===== src/rtl/pc_pkg.sv =====
// Shared types and defaults for the PC / fetch-request stage.
// Build option: PC_MISALIGN_TRAP_EN (see pc_fetch_unit).
package pc_pkg;

    typedef enum logic [1:0] {
        BOOT     = 2'd0,
        FETCH    = 2'd1,
        REDIRECT = 2'd2
    } pc_state_t;

    localparam int          PC_W_DEF      = 32;
    localparam logic [31:0] RESET_VEC_DEF = 32'h0000_0000;
    localparam int          INCR_DEF      = 4;
    localparam logic [31:0] TRAP_VEC_DEF  = 32'h0000_0010;

    function automatic logic [63:0] align_mask(input int incr);
        align_mask = ~(64'(incr) - 64'd1);
    endfunction

endpackage


===== src/rtl/pc_next_sel.sv =====
// Combinational next-PC mux: redirect > sequential advance > hold.
// Build option: PC_MISALIGN_TRAP_EN adds the misaligned-target trap.
module pc_next_sel
    import pc_pkg::*;
#(
    parameter int             PC_W     = PC_W_DEF,
    parameter int             INCR     = INCR_DEF,
    parameter logic [PC_W-1:0] TRAP_VEC = TRAP_VEC_DEF
) (
    input  logic [PC_W-1:0] pc,
    input  logic [PC_W-1:0] target,
    input  logic            pc_load,
    input  logic            fire,
`ifdef PC_MISALIGN_TRAP_EN
    output logic            trap,
`endif
    output logic [PC_W-1:0] pc_next
);

    localparam logic [PC_W-1:0] MASK = PC_W'(align_mask(INCR));

    logic [PC_W-1:0] aligned;

    assign aligned = target & MASK;

`ifdef PC_MISALIGN_TRAP_EN
    logic misaligned;
    assign misaligned = (target & ~MASK) != '0;
    assign trap       = pc_load & misaligned;
`endif

    always_comb begin
        pc_next = pc;
        if (pc_load) begin
            pc_next = aligned;
`ifdef PC_MISALIGN_TRAP_EN
            if (misaligned) pc_next = TRAP_VEC;
`endif
        end else if (fire) begin
            pc_next = pc + PC_W'(INCR);
        end
    end

endmodule


===== src/rtl/pc_fetch_unit.sv =====
// PC register and fetch-request stage with a one-cycle redirect bubble.
// Build option: PC_MISALIGN_TRAP_EN enables misalign_trap and TRAP_VEC.
module pc_fetch_unit
    import pc_pkg::*;
#(
    parameter int              PC_W      = PC_W_DEF,
    parameter logic [PC_W-1:0] RESET_VEC = RESET_VEC_DEF,
    parameter int              INCR      = INCR_DEF,
    parameter logic [PC_W-1:0] TRAP_VEC  = TRAP_VEC_DEF
) (
    input  logic            clk,
    input  logic            rst_n,
    input  logic            pc_load,
    input  logic [PC_W-1:0] target,
    input  logic            stall,
    output logic            fetch_valid,
    input  logic            fetch_ready,
    output logic [PC_W-1:0] pc,
`ifdef PC_MISALIGN_TRAP_EN
    output logic            misalign_trap,
`endif
    output logic            flush
);

    pc_state_t       state;
    logic            load;
    logic            fire;
    logic [PC_W-1:0] pc_next;

    // Redirects are ignored until the first post-reset edge has left BOOT.
    assign load        = pc_load & (state != BOOT);
    assign fetch_valid = (state == FETCH) & ~stall;
    assign fire        = fetch_valid & fetch_ready;

`ifdef PC_MISALIGN_TRAP_EN
    logic trap;
`endif

    pc_next_sel #(
        .PC_W     (PC_W),
        .INCR     (INCR),
        .TRAP_VEC (TRAP_VEC)
    ) u_next (
        .pc      (pc),
        .target  (target),
        .pc_load (load),
        .fire    (fire),
`ifdef PC_MISALIGN_TRAP_EN
        .trap    (trap),
`endif
        .pc_next (pc_next)
    );

    always_ff @(posedge clk or negedge rst_n) begin
        if (!rst_n) begin
            state <= BOOT;
            pc    <= RESET_VEC;
            flush <= 1'b0;
`ifdef PC_MISALIGN_TRAP_EN
            misalign_trap <= 1'b0;
`endif
        end else begin
            pc <= pc_next;
            unique case (state)
                BOOT: begin
                    state <= FETCH;
                    flush <= 1'b0;
                end
                FETCH, REDIRECT: begin
                    state <= load ? REDIRECT : FETCH;
                    flush <= load;
                end
                default: begin
                    state <= BOOT;
                    flush <= 1'b0;
                end
            endcase
`ifdef PC_MISALIGN_TRAP_EN
            misalign_trap <= trap;
`endif
        end
    end

endmodule


===== config.mk =====
export PLATFORM = sky130hd
export DESIGN_NAME = pc_fetch_unit
export DESIGN_NICKNAME = d
export VERILOG_FILES = /design/src/rtl/pc_pkg.sv /design/src/rtl/pc_next_sel.sv /design/src/rtl/pc_fetch_unit.sv
export SDC_FILE = /design/constraint.sdc
export NUM_CORES = 1
export LEC_CHECK = 0
export CAP_MARGIN = 20
export CORE_MARGIN = 5
export CORE_UTILIZATION = 45
export DETAILED_ROUTE_END_ITERATION = 8
export PLACE_DENSITY = 0.77
export SLEW_MARGIN = 40
export SYNTH_ARGS = -nofsm -noshare
export SYNTH_HDL_FRONTEND = slang
export SYNTH_SLANG_ARGS = --single-unit

===== constraint.sdc =====
create_clock -name clk -period 2.8 [get_ports clk]
set_input_delay 0.56 -clock clk [delete_from_list [all_inputs] [get_ports clk]]
set_output_delay 0.56 -clock clk [all_outputs]
set_load 0.01 [all_outputs]

==> impl_results.md, run 1 <==
* Final nets at 340
* VDD IR max at 0.486 mV
* PD cells at 991 nW/µm²
* CTS Buf Count at 5
* Outcome: finished, final reports clean
* Global-route wire length before repair at 9020 µm
* Die Wd at 76.2 µm
* Clk Tree Root Cell: clkbuf_8
* Synthesized area at 1970 µm²
* Port bufs at 66
* HP Class: register to register
* Post-CTS Resized at 0
* P_leak at 1.08 nW
* TritonCTS Sinks at 33
* Max Cap Viol at 0
* Hold Path End: pc[24]$_DFFE_PN0P_
* Routed vias at 1996
* DR WL/cell at 14.9 µm
* Distinct cell type count after synthesis at 36
* Non-filler cells, final at 352
* Antenna diodes at 0
* Reg-to-reg endpoint: pc[19]$_DFFE_PN0P_
* Vias in the first global route at 1904
* DRT Pass-1 Iters at 4
* Number of synthesized register bits at 33
* Post-Syn Instances at 229
* Critical path class: input port to register
* Largest net degree at the start of global routing at 34
* Largest family of logic cells by synthesized area: simple AND/OR/NAND/NOR gates
* Post-synthesis xor/xnor area fraction at 0.0444
* R2r setup slk at 440 ps
* Start of the worst register-to-register path: state[1]$_DFF_PN0_
* Placed Instances at 344
* CTS HTree Levels at 2
* Power Total at 2.80 mW
* Via density at 5.67
* Met1 usage at 0.239
* Max Clk Rate at 0.406 GHz
* P&R area growth vs syn at 43.1%
* CP max FO at 18
* GRT overflow at 0
* Worst Setup Start Kind: input port
* Arrival @ worst endpoint at 2670 ps
* RSZ-0062 raised after global routing: no
* Final Hold Violating Endpoints at 0
* Die area at 5810 µm²
* Gate power share at 0.484
* Met3 Track Usage GR at 0.0544
* Synth Area in Simple Gates at 0.309
* Final WL at 5260 µm
* CORE AREA at 4290 µm²
* Skew-Pair Late Insertion Delay at 290 ps
* DRT antenna net count at 0
* GR Util All Layers at 0.184
* CTS clk-pin slew, worst paths at 70 ps
* Fin. max-slew vios at 0
* Row cnt at 24
* Adder-cell share of the synthesized area at 0.0253
* CP required at 3010 ps
* DRC Markers at 0
* R2R depth at 7
* Endpoints failing setup at 0
* Sw frac at 0.410
* Post-synthesis area per instance at 8.62 µm²
* Sequential-to-total area share from yosys stat at 0.418
* CTS tree: yes
* Die Span Y at 76.2 µm
* Int Power at 1.65 mW
* Met2 global-route usage at 0.291
* Setup TNS Final at 0 ps
* Starting Density at 0.460
* Minimum clock period at 2460 ps
* Cell depth of the worst hold path at 2
* Share of cells above drive strength 1 at 0.0733
* Starting DRT DRC Count at 137
* Post-synthesis compound-gate area fraction at 0.154
* Max clock buf depth at 2
* Crit path capture type: register
* Busiest grt layer: met2
* Sw power at 1.15 mW
* Period utilisation layout at 0.879
* YS warnings at 0
* Ports at 71
* Clock share of power at 0.143
* Mux cell area share after synthesis at 0
* Sequential Power Share at 0.373
* Post-CTS Setup Repair Bufs at 0
* Hold_buf cts at 0
* Hpwl dp at 3900 µm
* Gpl congestion at 0.807
* Initial antenna violation count at 0
* Hold Startpoint: pc[24]$_DFFE_PN0P_
* Final setup skew at 5.28 ps
## cells in the final DEF (no fill, tap or decap), types with 3 or more instances in the layout
cell type        count
or3_1                7
clkdlybuf4s50_1     66
xnor2_1              8
nand4_1             10
nor3_1               3
nor4_1               4
a31oi_1             19
buf_4                8
inv_1                9
nand2_1             24
nand3_1              7
o31ai_1             11
dfrtp_1             33
nor2b_1              3
nor2_1              22
or4_1               16
clkbuf_8             7
o21ai_0             17
ha_1                 4
## area by class of cell
cell class / instances / area [µm²]
clock inverters: 1 / 5.00
multi-input cells: 175 / 1060
repair buffers: 75 / 741
fillers: 372 / 1470
inverters: 9 / 33.8
well taps: 52 / 65.1
clock buffers: 7 / 96.3
flip-flops and latches: 33 / 826
## synth_stat cells
cell | count | share of area
o211ai_1 | 1 | 0.0038
conb_1 | 1 | 0.0019
nand3b_1 | 1 | 0.0038
and2_1 | 1 | 0.0032
nand2_1 | 24 | 0.046
a31oi_1 | 19 | 0.060
or4_1 | 16 | 0.061
nor3b_1 | 1 | 0.0038
xor2_1 | 2 | 0.0089
nor4_1 | 4 | 0.013
and3_1 | 1 | 0.0032
buf_2 | 2 | 0.0051
nand4b_1 | 2 | 0.0089
dfrtp_1 | 33 | 0.42
nor2_1 | 22 | 0.042
o31ai_1 | 11 | 0.042
nand3_1 | 7 | 0.018
o21ai_0 | 17 | 0.043
and3b_1 | 1 | 0.0044
nand3b_4 | 1 | 0.010
buf_4 | 2 | 0.0076
nand3_2 | 1 | 0.0051
nand4_1 | 10 | 0.032
clkbuf_1 | 8 | 0.015
nor2b_1 | 3 | 0.0095
nor3_1 | 3 | 0.0076
nand2b_1 | 1 | 0.0032
xnor2_1 | 8 | 0.035
or3_1 | 7 | 0.022
a21oi_1 | 2 | 0.0051
or2_2 | 1 | 0.0032
ha_1 | 4 | 0.025
inv_1 | 9 | 0.017
clkbuf_2 | 1 | 0.0025
or3b_2 | 1 | 0.0044
or4_4 | 1 | 0.0057
## registers in the layout (all words and copies together) (netlist names)
name and cells:
pc 30, state 2, flush 1
## routing by layer
metal	up-vias	share of wire
li1	985	-
met1	950	0.44
met2	54	0.48
met3	7	0.070
met4	0	0.012
met5	-	0
## kinds of logic (layout without fill, tap and decap cells)
| family | Yosys count | after routing |
|---|---|---|
| other | 1 | 2 |
| AND/OR/NAND/NOR | 109 | 109 |
| XOR/XNOR | 10 | 10 |
| buffers and inverters | 22 | 92 |
| AO/OA/AOI/OAI | 50 | 50 |
| adder cells (fa/ha/maj) | 4 | 4 |
| flip-flops | 33 | 33 |
## power by group through the flow
| stage | sequential [mW] | clock [mW] | combinational (mW) |
|---|---|---|---|
| 6_report | 1.04 | 0.400 | 1.35 |
| 5_1_grt | 1.10 | 0.429 | 1.49 |
| 4_1_cts | 1.04 | 0.409 | 1.37 |
| 3_5_place_dp | 1.05 | 0 | 1.36 |
| 3_3_place_gp | 1.04 | 0 | 1.33 |
| 2_1_floorplan | 1.07 | 0 | 0.612 |
## metrics by stage
stage,cell area [µm²],utilization,hold WS [ps],setup slack [ps]
floorplan,1980,-,264,650
finish,2830,0.658,604,338
global route,2830,0.658,630,211
global placement,2720,0.634,573,96.8
detailed placement,2720,0.634,599,17.6
CTS,2830,0.658,609,339
## how the worst max path moves through the flow
stage | startpoint | to | cells after the start
global route | fetch_ready | pc[19]$_DFFE_PN0P_ | 6
CTS | fetch_ready | pc[19]$_DFFE_PN0P_ | 6
detailed placement | fetch_ready | pc[19]$_DFFE_PN0P_ | 6
global placement | fetch_ready | pc[25]$_DFFE_PN0P_ | 6
floorplan | state[1]$_DFF_PN0_ | pc[19]$_DFFE_PN0P_ | 7
finish | fetch_ready | pc[19]$_DFFE_PN0P_ | 6
## critical path, stage by stage
cell	delay, ps
clkdlybuf4s50_1	580
nand3b_4	90
or4_1	580
buf_12	180
or4_1	490
a31oi_1	180
No activity file was read; power rests on OpenSTA's default activity.
==> run 2: changes to the inputs <==
--- a/config.mk
+++ b/config.mk
@@ -8,7 +8,9 @@
 export CAP_MARGIN = 20
 export CORE_MARGIN = 5
 export CORE_UTILIZATION = 45
+export CTS_CLUSTER_SIZE = 25
 export DETAILED_ROUTE_END_ITERATION = 8
+export GPL_ROUTABILITY_DRIVEN = 0
 export PLACE_DENSITY = 0.77
 export SLEW_MARGIN = 40
 export SYNTH_ARGS = -nofsm -noshare
==> results of run 2 <==
The final DEF is identical to that of run 1; final timing and power are the same.
